## src/rtl/spi_target_if.sv

```systemverilog
// rtl/spi_target_if.sv - SPI pin and host-side handshake bundle for spi_target
// Purpose: groups the SPI pads and the host TX/RX handshake into one bundle.
// Signals:
//   sclk, cs, sdi       SPI pins from the master (async to clk_in)
//   sdo, sdo_oe         SPI data to the master and its pad enable
//   tx_data/tx_valid/tx_ready   host word into the TX holding register
//   rx_data/rx_valid    last received word and its one-cycle strobe
//   tx_underrun         one-cycle strobe, word started with nothing to send
//   busy                synchronised chip select is active
// Modports: slave = the SPI target itself, master = the environment driving it.
interface spi_target_if #(
  parameter int WIDTH = 8
);
  logic             sclk;
  logic             cs;
  logic             sdi;
  logic             sdo;
  logic             sdo_oe;
  logic [WIDTH-1:0] tx_data;
  logic             tx_valid;
  logic             tx_ready;
  logic [WIDTH-1:0] rx_data;
  logic             rx_valid;
  logic             tx_underrun;
  logic             busy;

  modport slave (
    input  sclk, cs, sdi, tx_data, tx_valid,
    output sdo, sdo_oe, tx_ready, rx_data, rx_valid, tx_underrun, busy
  );

  modport master (
    output sclk, cs, sdi, tx_data, tx_valid,
    input  sdo, sdo_oe, tx_ready, rx_data, rx_valid, tx_underrun, busy
  );
endinterface

```

## src/rtl/spi_target.sv

```systemverilog
// rtl/spi_target.sv - SPI mode 0 target, oversampled in the clk_in domain
// Purpose: MSB-first WIDTH-bit SPI slave. sclk/cs/sdi are synchronised and
//   edge-detected in clk_in; sclk is never used as a clock. A one-word TX
//   holding register feeds the shifter; each received word is strobed out.
// Ports:
//   clk_in   system clock
//   reset_n  asynchronous active-low reset
//   bus      spi_target_if.slave (SPI pins + host TX/RX handshake)
module spi_target #(
  parameter int WIDTH       = 8,
  parameter int SYNC_STAGES = 2
) (
  input  logic         clk_in,
  input  logic         reset_n,
  spi_target_if.slave  bus
);
  localparam int CW = (WIDTH > 2) ? $clog2(WIDTH) : 1;

  typedef enum logic {IDLE, ACTIVE} state_t;

  state_t state, next_state;

  logic [SYNC_STAGES-1:0] sclk_sync, cs_sync, sdi_sync;
  logic                   sclk_q, cs_q;
  logic                   sclk_s, cs_s, sdi_s;
  logic                   sclk_rise, sclk_fall, cs_fall, cs_rise;

  logic [WIDTH-1:0] holding, tx_shift, rx_shift, rx_data_q;
  logic             holding_full, pending_load, word_done;
  logic             rx_valid_q, underrun_q;
  logic [CW-1:0]    bit_cnt;
  logic             host_load;
  logic             do_load, do_shift, do_rx, do_abort;

  // Synchronisers plus one extra sample of sclk/cs for edge detection.
  always_ff @(posedge clk_in or negedge reset_n) begin
    if (!reset_n) begin
      sclk_sync <= '0;
      cs_sync   <= '1;
      sdi_sync  <= '0;
      sclk_q    <= 1'b0;
      cs_q      <= 1'b1;
    end else begin
      sclk_sync <= {sclk_sync[SYNC_STAGES-2:0], bus.sclk};
      cs_sync   <= {cs_sync[SYNC_STAGES-2:0], bus.cs};
      sdi_sync  <= {sdi_sync[SYNC_STAGES-2:0], bus.sdi};
      sclk_q    <= sclk_s;
      cs_q      <= cs_s;
    end
  end

  assign sclk_s    = sclk_sync[SYNC_STAGES-1];
  assign cs_s      = cs_sync[SYNC_STAGES-1];
  assign sdi_s     = sdi_sync[SYNC_STAGES-1];
  assign sclk_rise = sclk_s & ~sclk_q;
  assign sclk_fall = ~sclk_s & sclk_q;
  assign cs_fall   = ~cs_s & cs_q;
  assign cs_rise   = cs_s & ~cs_q;

  always_ff @(posedge clk_in or negedge reset_n) begin
    if (!reset_n) state <= IDLE;
    else          state <= next_state;
  end

  // cs_rise takes priority over any sclk edge seen in the same cycle.
  always_comb begin
    next_state = state;
    do_load    = 1'b0;
    do_shift   = 1'b0;
    do_rx      = 1'b0;
    do_abort   = 1'b0;
    case (state)
      IDLE: begin
        if (cs_fall) begin
          next_state = ACTIVE;
          do_load    = 1'b1;
        end
      end
      ACTIVE: begin
        if (cs_rise) begin
          next_state = IDLE;
          do_abort   = 1'b1;
        end else begin
          do_rx = sclk_rise;
          if (sclk_fall) begin
            do_load  = pending_load;
            do_shift = ~pending_load;
          end
        end
      end
      default: next_state = IDLE;
    endcase
  end

  assign host_load = bus.tx_valid & ~holding_full;

  always_ff @(posedge clk_in or negedge reset_n) begin
    if (!reset_n) begin
      holding      <= '0;
      holding_full <= 1'b0;
      tx_shift     <= '0;
      rx_shift     <= '0;
      rx_data_q    <= '0;
      rx_valid_q   <= 1'b0;
      underrun_q   <= 1'b0;
      pending_load <= 1'b0;
      word_done    <= 1'b0;
      bit_cnt      <= '0;
    end else begin
      rx_valid_q <= 1'b0;
      underrun_q <= 1'b0;
      word_done  <= 1'b0;

      if (host_load) holding <= bus.tx_data;
      // A same-cycle word load drains the old value while the new one lands.
      holding_full <= host_load | (holding_full & ~do_load);

      // sdo is tx_shift's MSB, so it only moves on load, shift or abort.
      if (do_load) begin
        pending_load <= 1'b0;
        if (holding_full) begin
          tx_shift <= holding;
        end else begin
          tx_shift   <= '0;
          underrun_q <= 1'b1;
        end
      end else if (do_shift) begin
        tx_shift <= {tx_shift[WIDTH-2:0], 1'b0};
      end else if (do_abort) begin
        tx_shift     <= '0;
        pending_load <= 1'b0;
      end

      if (do_abort || (do_load && state == IDLE)) bit_cnt <= '0;

      if (do_rx) begin
        rx_shift <= {rx_shift[WIDTH-2:0], sdi_s};
        if (bit_cnt == CW'(WIDTH - 1)) begin
          bit_cnt      <= '0;
          word_done    <= 1'b1;
          pending_load <= 1'b1;
        end else begin
          bit_cnt <= bit_cnt + CW'(1);
        end
      end

      if (word_done) begin
        rx_data_q  <= rx_shift;
        rx_valid_q <= 1'b1;
      end
    end
  end

  assign bus.sdo         = tx_shift[WIDTH-1];
  assign bus.sdo_oe      = ~cs_s;
  assign bus.busy        = ~cs_s;
  assign bus.tx_ready    = ~holding_full;
  assign bus.rx_data     = rx_data_q;
  assign bus.rx_valid    = rx_valid_q;
  assign bus.tx_underrun = underrun_q;
endmodule

```

## src/flat_wrapper.sv

```systemverilog
// flat-port wrapper written by rule: the top's interface ports become plain ports
module spi_target_flat 
#(
  parameter int WIDTH       = 8,
  parameter int SYNC_STAGES = 2
)
  (clk_in, reset_n, bus_sclk, bus_cs, bus_sdi, bus_tx_data, bus_tx_valid, bus_sdo, bus_sdo_oe, bus_tx_ready, bus_rx_data, bus_rx_valid, bus_tx_underrun, bus_busy);
  spi_target_if #(.WIDTH(WIDTH)) bus_i ();
  input  logic clk_in;
  input  logic reset_n;
  input wire logic [$bits(bus_i.sclk)-1:0] bus_sclk;
  input wire logic [$bits(bus_i.cs)-1:0] bus_cs;
  input wire logic [$bits(bus_i.sdi)-1:0] bus_sdi;
  input wire logic [$bits(bus_i.tx_data)-1:0] bus_tx_data;
  input wire logic [$bits(bus_i.tx_valid)-1:0] bus_tx_valid;
  output wire logic [$bits(bus_i.sdo)-1:0] bus_sdo;
  output wire logic [$bits(bus_i.sdo_oe)-1:0] bus_sdo_oe;
  output wire logic [$bits(bus_i.tx_ready)-1:0] bus_tx_ready;
  output wire logic [$bits(bus_i.rx_data)-1:0] bus_rx_data;
  output wire logic [$bits(bus_i.rx_valid)-1:0] bus_rx_valid;
  output wire logic [$bits(bus_i.tx_underrun)-1:0] bus_tx_underrun;
  output wire logic [$bits(bus_i.busy)-1:0] bus_busy;
  assign bus_i.sclk = bus_sclk;
  assign bus_i.cs = bus_cs;
  assign bus_i.sdi = bus_sdi;
  assign bus_i.tx_data = bus_tx_data;
  assign bus_i.tx_valid = bus_tx_valid;
  assign bus_sdo = bus_i.sdo;
  assign bus_sdo_oe = bus_i.sdo_oe;
  assign bus_tx_ready = bus_i.tx_ready;
  assign bus_rx_data = bus_i.rx_data;
  assign bus_rx_valid = bus_i.rx_valid;
  assign bus_tx_underrun = bus_i.tx_underrun;
  assign bus_busy = bus_i.busy;
  spi_target #(.WIDTH(WIDTH), .SYNC_STAGES(SYNC_STAGES)) u_core (.clk_in(clk_in), .reset_n(reset_n), .bus(bus_i));
endmodule
```

## config.mk

```make
export PLATFORM = sky130hd
export DESIGN_NAME = spi_target_flat
export DESIGN_NICKNAME = d
export VERILOG_FILES = /design/src/rtl/spi_target_if.sv /design/src/rtl/spi_target.sv /design/src/flat_wrapper.sv
export SDC_FILE = /design/constraint.sdc
export NUM_CORES = 1
export LEC_CHECK = 0
export BUFFER_PORTS_ARGS = -buffer_cell sky130_fd_sc_hd__buf_4
export CAP_MARGIN = 15
export CORE_ASPECT_RATIO = 1.25
export CORE_MARGIN = 3
export CORE_UTILIZATION = 30
export DETAILED_ROUTE_END_ITERATION = 10
export MAX_ROUTING_LAYER = met4
export PLACE_DENSITY = 0.49
export SLEW_MARGIN = 25
export SYNTH_ARGS = -nofsm -noshare
export SYNTH_HDL_FRONTEND = slang
export SYNTH_SLANG_ARGS = --single-unit
```

## constraint.sdc

```tcl
create_clock -name clk_in -period 2.7 [get_ports clk_in]
set_input_delay 0.135 -clock clk_in [delete_from_list [all_inputs] [get_ports clk_in]]
set_output_delay 0.135 -clock clk_in [all_outputs]
set_load 0.02 [all_outputs]
```

**Word level (Yosys, flattened, before mapping)**

Index checks and enable logic that the tools add are counted.
Widths: inputs -> output; s select.

- Add/subtract/negate cells: 1
- Equal/unequal tests: 1
- Multiplexer cells: 30
- Bitwise operators: 15
- Reduce and logical (&&, ||, !) cells: 4

Operator list:

| operator | count |
|---|---|
| $mux 8 | 4 |
| $mux 1 | 21 |
| $mux 3 | 3 |
| $not 1->1 | 8 |
| $and 1x1->1 | 6 |
| $pmux 1 s2 | 2 |
| $add 3x1->3 const B | 1 |
| $eq 3x3->1 const B | 1 |
| $reduce_bool 3->1 | 1 |
| $reduce_bool 2->1 | 1 |
| $logic_and 1x1->1 | 1 |
| $logic_or 1x1->1 | 1 |
| $or 1x1->1 | 1 |

- Register bits: 49
- Input port bits: 14
- Output and inout bits: 14
- Logic and storage cells: 67

**Longest topological paths before layout**

- Word-level depth: 9
- Depth in mapped cells: 5
- Mapped depth without buffers: 4

**Worst setup path after synthesis**

OpenSTA, ideal clock, no wires.

- Path type: register -> register
- Start point: register u_core.cs_q
- End point: register u_core.rx_shift[3]
- Data arrival time: 1.423 ns
- Data required time: 2.575 ns
- Slack: 1.152 ns
- Cell stages (with the launch flop): 6
- Period minus slack after synthesis: 1.548 ns
- Cells stage by stage: dfstp_2 > nand2b_1 > nand2_1 > nor2_4 > buf_6 > mux2_2

- Longest elaborated chain between the ends: 4

Ends and longest elaborated chain:

| what | line | source |
|---|---|---|
| start: declaration | spi_target.sv:24 | `logic sclk_q, cs_q;` |
| start signal: assignment | spi_target.sv:48 | `cs_q <= cs_s;` |
| $not 1->1 | spi_target.sv:58 | `assign cs_rise = cs_s & ~cs_q;` |
| $and 1x1->1 | spi_target.sv:58 |  |
| $mux 1 | spi_target.sv:80 | `if (cs_rise) begin` |
| $mux 1 | spi_target.sv:72 | `case (state)` |
| end signal: assignment | spi_target.sv:137 | `rx_shift <= {rx_shift[WIDTH-2:0], sdi_s};` |
| end: declaration | spi_target.sv:28 | `logic [WIDTH-1:0] holding, tx_shift, rx_shift, rx_data_q;` |

Every way passes these cells.
A chain may end at the register's enable or synchronous reset.

**Final worst setup path**

- Start point: register u_core.cs_q
- End point: register u_core.rx_shift[7]

Same word-level chain as after synthesis.

==> qor_table.md <==
| Group | Quantity | Reported |
| --- | --- | --- |
| outcome | Run status | finished, final reports clean |
| synth | Synthesized netlist cell count | 120 |
| clock tree | CTS Sinks | 49 |
| sta | Final Max Slew Viols | 0 |
| floorplan | Floorplan Core Area | 5900 um^2 |
| clock tree | Number of buffers inserted for hold repair after clock tree synthesis | 4 |
| synth | Number of warnings issued by yosys | 0 |
| clock tree | Buffers inserted during post-CTS setup optimization | 0 |
| sta | Total Negative Setup Slacks | 0 ns |
| synth | Average instance area after synthesis | 15.6 um^2 |
| route | Final ANT Viol Nets | 0 |
| route | WL final | 2.97 mm |
| grt | Global-route congestion overflow total | 0 |
| sta | Final count of negative-setup-slack endpoints | 0 |
| cells and area | Number of nets at the end of the flow | 170 |
| setup path | Critical path type | flip-flop to flip-flop |
| grt | Maximum number of pins on one net before global-route repair | 50 |
| synth | Fraction of registers with async set/reset | 100% |
| setup path | Bufs and invs on worst path | 0 |
| synth | Number of synthesized register bits | 49 |
| grt | Vias in the first global route | 1128 |
| flow run | Max-Cap Viols | 0 |
| floorplan | Effective utilization at floorplan | 31.7% |
| sta | Final critical path time including I/O delays and setup | 1.69 ns |
| sta | Hold Vio Cnt, Final | 0 |
| sta | Final period utilization | 62.4% |
| clock tree | H-tree depth | 2 |
| route | DR iter-0 viols | 38 |
| setup path | Nature of the critical path startpoint | flip-flop |
| power | Worst supply voltage drop on vdd | 0.000382 V |
| sta | Slew at the pin closest to its max-slew limit | 0.726 ns |
| route | Total vias in the final route | 1035 |
| power | Leakage power | 0.00112 uW |
| synth | Most repeated cell in the gate-level netlist after synthesis | sky130_fd_sc_hd__dfrtp_1 |
| power | Power per cell area | 808 nW/um^2 |
| cells and area | Count of antenna diodes in the layout | 0 |
| grt | Overall Global Routing Usage | 9.53% |
| power | Total Power | 1860 uW |
| route | Number of design rule violations left after detail routing | 0 |
| placed design | Setup Slack @ Placement | 1.01 ns |
| placed design | Half-perimeter wire length after detailed placement | 2.07 mm |
| cells and area | Finished layout cell area | 2300 um^2 |
| clock tree | TritonCTS clock tree | yes |
| route | Detailed Routing Iterations Pass 1 | 4 |
| synth | Cell type contributing the most total cell area after synthesis | sky130_fd_sc_hd__dfrtp_1 |
| sta | Final worst slack | 1.01 ns |
| floorplan | Die Area | 7210 um^2 |
| setup path | Required time of the worst setup path | 2.88 ns |
| sta | Fmax | 593 MHz |
| setup path | Arrival time at the worst endpoint | 1.87 ns |
| cells and area | Signed area change from the synthesized netlist to the final layout | 23.0% |
| synth | Mapped Area | 1870 um^2 |
| worst hold path | Path category of the worst min-delay check | primary input to flip-flop |
| synth | Main area contributors after synthesis | sky130_fd_sc_hd__dfrtp_1 (62%), sky130_fd_sc_hd__mux2_2 (14%), sky130_fd_sc_hd__dfstp_2 (4.2%) |
| clock tree | Clk slew on worst S/H paths | 0.09 ns |
| sta | Worst clock skew on the final layout | 0.00939 ns |
| synth | Flip-flop cell with the highest count after synthesis | sky130_fd_sc_hd__dfrtp_1 |
| floorplan | I/O pin count | 28 |
| route | Routed wirelength normalized by instance count | 12.5 um |
| synth | Net Count, Synth | 136 |
| placed design | GPL Wtd Cong | 0.696 |
| synth | Share of the synthesized area in the top cell type | 61.7% |
| grt | Number of antenna violations at the first check in global routing | 0 |
| placed design | Number of buffers added on ports | 27 |
| setup path | Max stage delay cell, worst path | sky130_fd_sc_hd__dfstp_2 |
| synth | Leading post-synthesis cells by instance count | sky130_fd_sc_hd__dfrtp_1 (46), sky130_fd_sc_hd__mux2_2 (24), sky130_fd_sc_hd__a221o_1 (7), sky130_fd_sc_hd__and3_1 (7) |
| synth | Post-synthesis cell type count | 30 |
| setup path | Ordered list of cells on the worst path | nand2b_1 -> nand2_1 -> nor2_4 -> mux2_2 |
| setup path | Maximum fanout along the worst path | 13 |
| setup path | Kind of cell adding the most delay to the critical path | simple AND/OR/NAND/NOR gates |
| route | Via-to-Cell Ratio | 4.37 |
| synth | Sequential-to-total area share from yosys stat | 65.9% |
| synth | Number of flops mapped to enable cells by yosys | 0 |
| floorplan | Die span in y | 94.2 um |
| clock tree | Master cell of the clock root buffer | sky130_fd_sc_hd__clkbuf_8 |
| cells and area | Fill count | 589 |
| sta | Worst Hold Slack | 0.0689 ns |
| clock tree | Clk Latency, worst-skew pair | 0.30 ns |
| placed design | Cell Area, Placed | 2140 um^2 |
| sta | Relative slew slack | 51.5% |
| sta | Unrepaired setup endpoints after global routing | false |
| grt | First-pass GRT wire length | 5.28 mm |
| clock tree | Clock buffer count from CTS | 5 |
| clock tree | Count of cells resized by post-cts repair | 0 |
| floorplan | Horizontal die dimension | 76.6 um |
| setup path | CP Capture Type | flip-flop |
| setup path | Max stage delay on crit path | 0.54 ns |
| floorplan | Num rows | 31 |
| cells and area | Layout cells sized above 1 | 43.2% |
| clock tree | Max Root-Sink Buffers | 2 |
-- path summary, 6_finish.rpt --
check,startpoint,endpoint,slack [ns],cells past startpoint
worst max register to register,u_core.cs_q,u_core.rx_shift[7],1.01,4
max in group asynchronous,reset_n,u_core.tx_shift[2],1.91,2
worst min-delay path,bus_tx_data[6],u_core.holding[6],0.07,2
worst min register to register,u_core.sdi_sync[0],u_core.sdi_sync[1],0.35,0
worst max-delay path,u_core.cs_q,u_core.rx_shift[7],1.01,4
min in group asynchronous,reset_n,u_core.bus.rx_data[1],0.39,2
-- state kept, by name, indices dropped and copies added (netlist names), 2 cells and up --
signal,flops
u_core.bit_cnt,3
u_core.bus.rx_data,8
u_core.cs_sync,2
u_core.holding,8
u_core.rx_shift,8
u_core.sclk_sync,2
u_core.sdi_sync,2
u_core.tx_shift,8
-- report_power, final --
part | internal, uW | switching [uW]
sequential | 912 | 112
clock | 278 | 233
combinational | 194 | 126
-- layout by cell type, fill, tap and decap left out --
| cell type | count |
|---|---|
| sky130_fd_sc_hd__a21oi_1 | 1 |
| sky130_fd_sc_hd__a21oi_2 | 1 |
| sky130_fd_sc_hd__a221o_1 | 7 |
| sky130_fd_sc_hd__a22o_1 | 3 |
| sky130_fd_sc_hd__a32o_1 | 1 |
| sky130_fd_sc_hd__a41o_4 | 1 |
| sky130_fd_sc_hd__and2_1 | 1 |
| sky130_fd_sc_hd__and2_2 | 1 |
| sky130_fd_sc_hd__and2b_1 | 1 |
| sky130_fd_sc_hd__and3_1 | 7 |
| sky130_fd_sc_hd__buf_4 | 27 |
| sky130_fd_sc_hd__bufinv_16 | 1 |
| sky130_fd_sc_hd__clkbuf_1 | 1 |
| sky130_fd_sc_hd__clkbuf_8 | 5 |
| sky130_fd_sc_hd__clkinv_4 | 1 |
| sky130_fd_sc_hd__dfrtp_1 | 46 |
| sky130_fd_sc_hd__dfstp_2 | 3 |
| sky130_fd_sc_hd__dlygate4sd3_1 | 4 |
| sky130_fd_sc_hd__ha_1 | 2 |
| sky130_fd_sc_hd__inv_1 | 3 |
| sky130_fd_sc_hd__mux2_2 | 24 |
| sky130_fd_sc_hd__nand2_1 | 3 |
| sky130_fd_sc_hd__nand2b_1 | 2 |
| sky130_fd_sc_hd__nor2_1 | 1 |
| sky130_fd_sc_hd__nor2_4 | 1 |
| sky130_fd_sc_hd__nor2b_1 | 1 |
| sky130_fd_sc_hd__nor3_2 | 1 |
| sky130_fd_sc_hd__nor3b_2 | 1 |
| sky130_fd_sc_hd__o21ai_0 | 1 |
| sky130_fd_sc_hd__o21bai_1 | 1 |
| sky130_fd_sc_hd__o22a_1 | 1 |
| sky130_fd_sc_hd__or2b_1 | 1 |
-- metrics by stage --
stage / util (%) / instances
finish: 38.9 / 237
global route: 38.9 / 237
CTS: 38.9 / 237
detailed placement: 36.4 / 225
global placement: 36.4 / 225
floorplan: - / 120
-- metal layers --
metal / vias up / GRT usage [%] / wire length (um)
li1: 502 / - / -
met1: 502 / 10.1 / 1280
met2: 25 / 16.6 / 1510
met3: 6 / 3.07 / 135
met4: 0 / 3.63 / 48
met5: - / - / 0
-- area by class of cell --
class	count	area, um^2	area share, %
multi-input cells	64	598	26.0
flip-flops and latches	49	1230	53.6
clock inverters	2	38.8	1.69
clock buffers	6	72.6	3.16
repair buffers	31	243	10.6
inverters	3	11.3	0.490
well taps	82	103	4.47
-- cell families (layout without fill, tap and decap cells) --
group | Yosys count | count (layout) | share of synthesized area (%)
DFF | 49 | 49 | 65.9
muxes | 24 | 24 | 14.5
and+or+nand+nor | 21 | 21 | 7.51
AOI/OAI and AO/OA | 17 | 17 | 8.71
buffers and inverters | 7 | 42 | 2.08
adders and majority gates | 2 | 2 | 1.34
(Power assumes the default switching activity.)
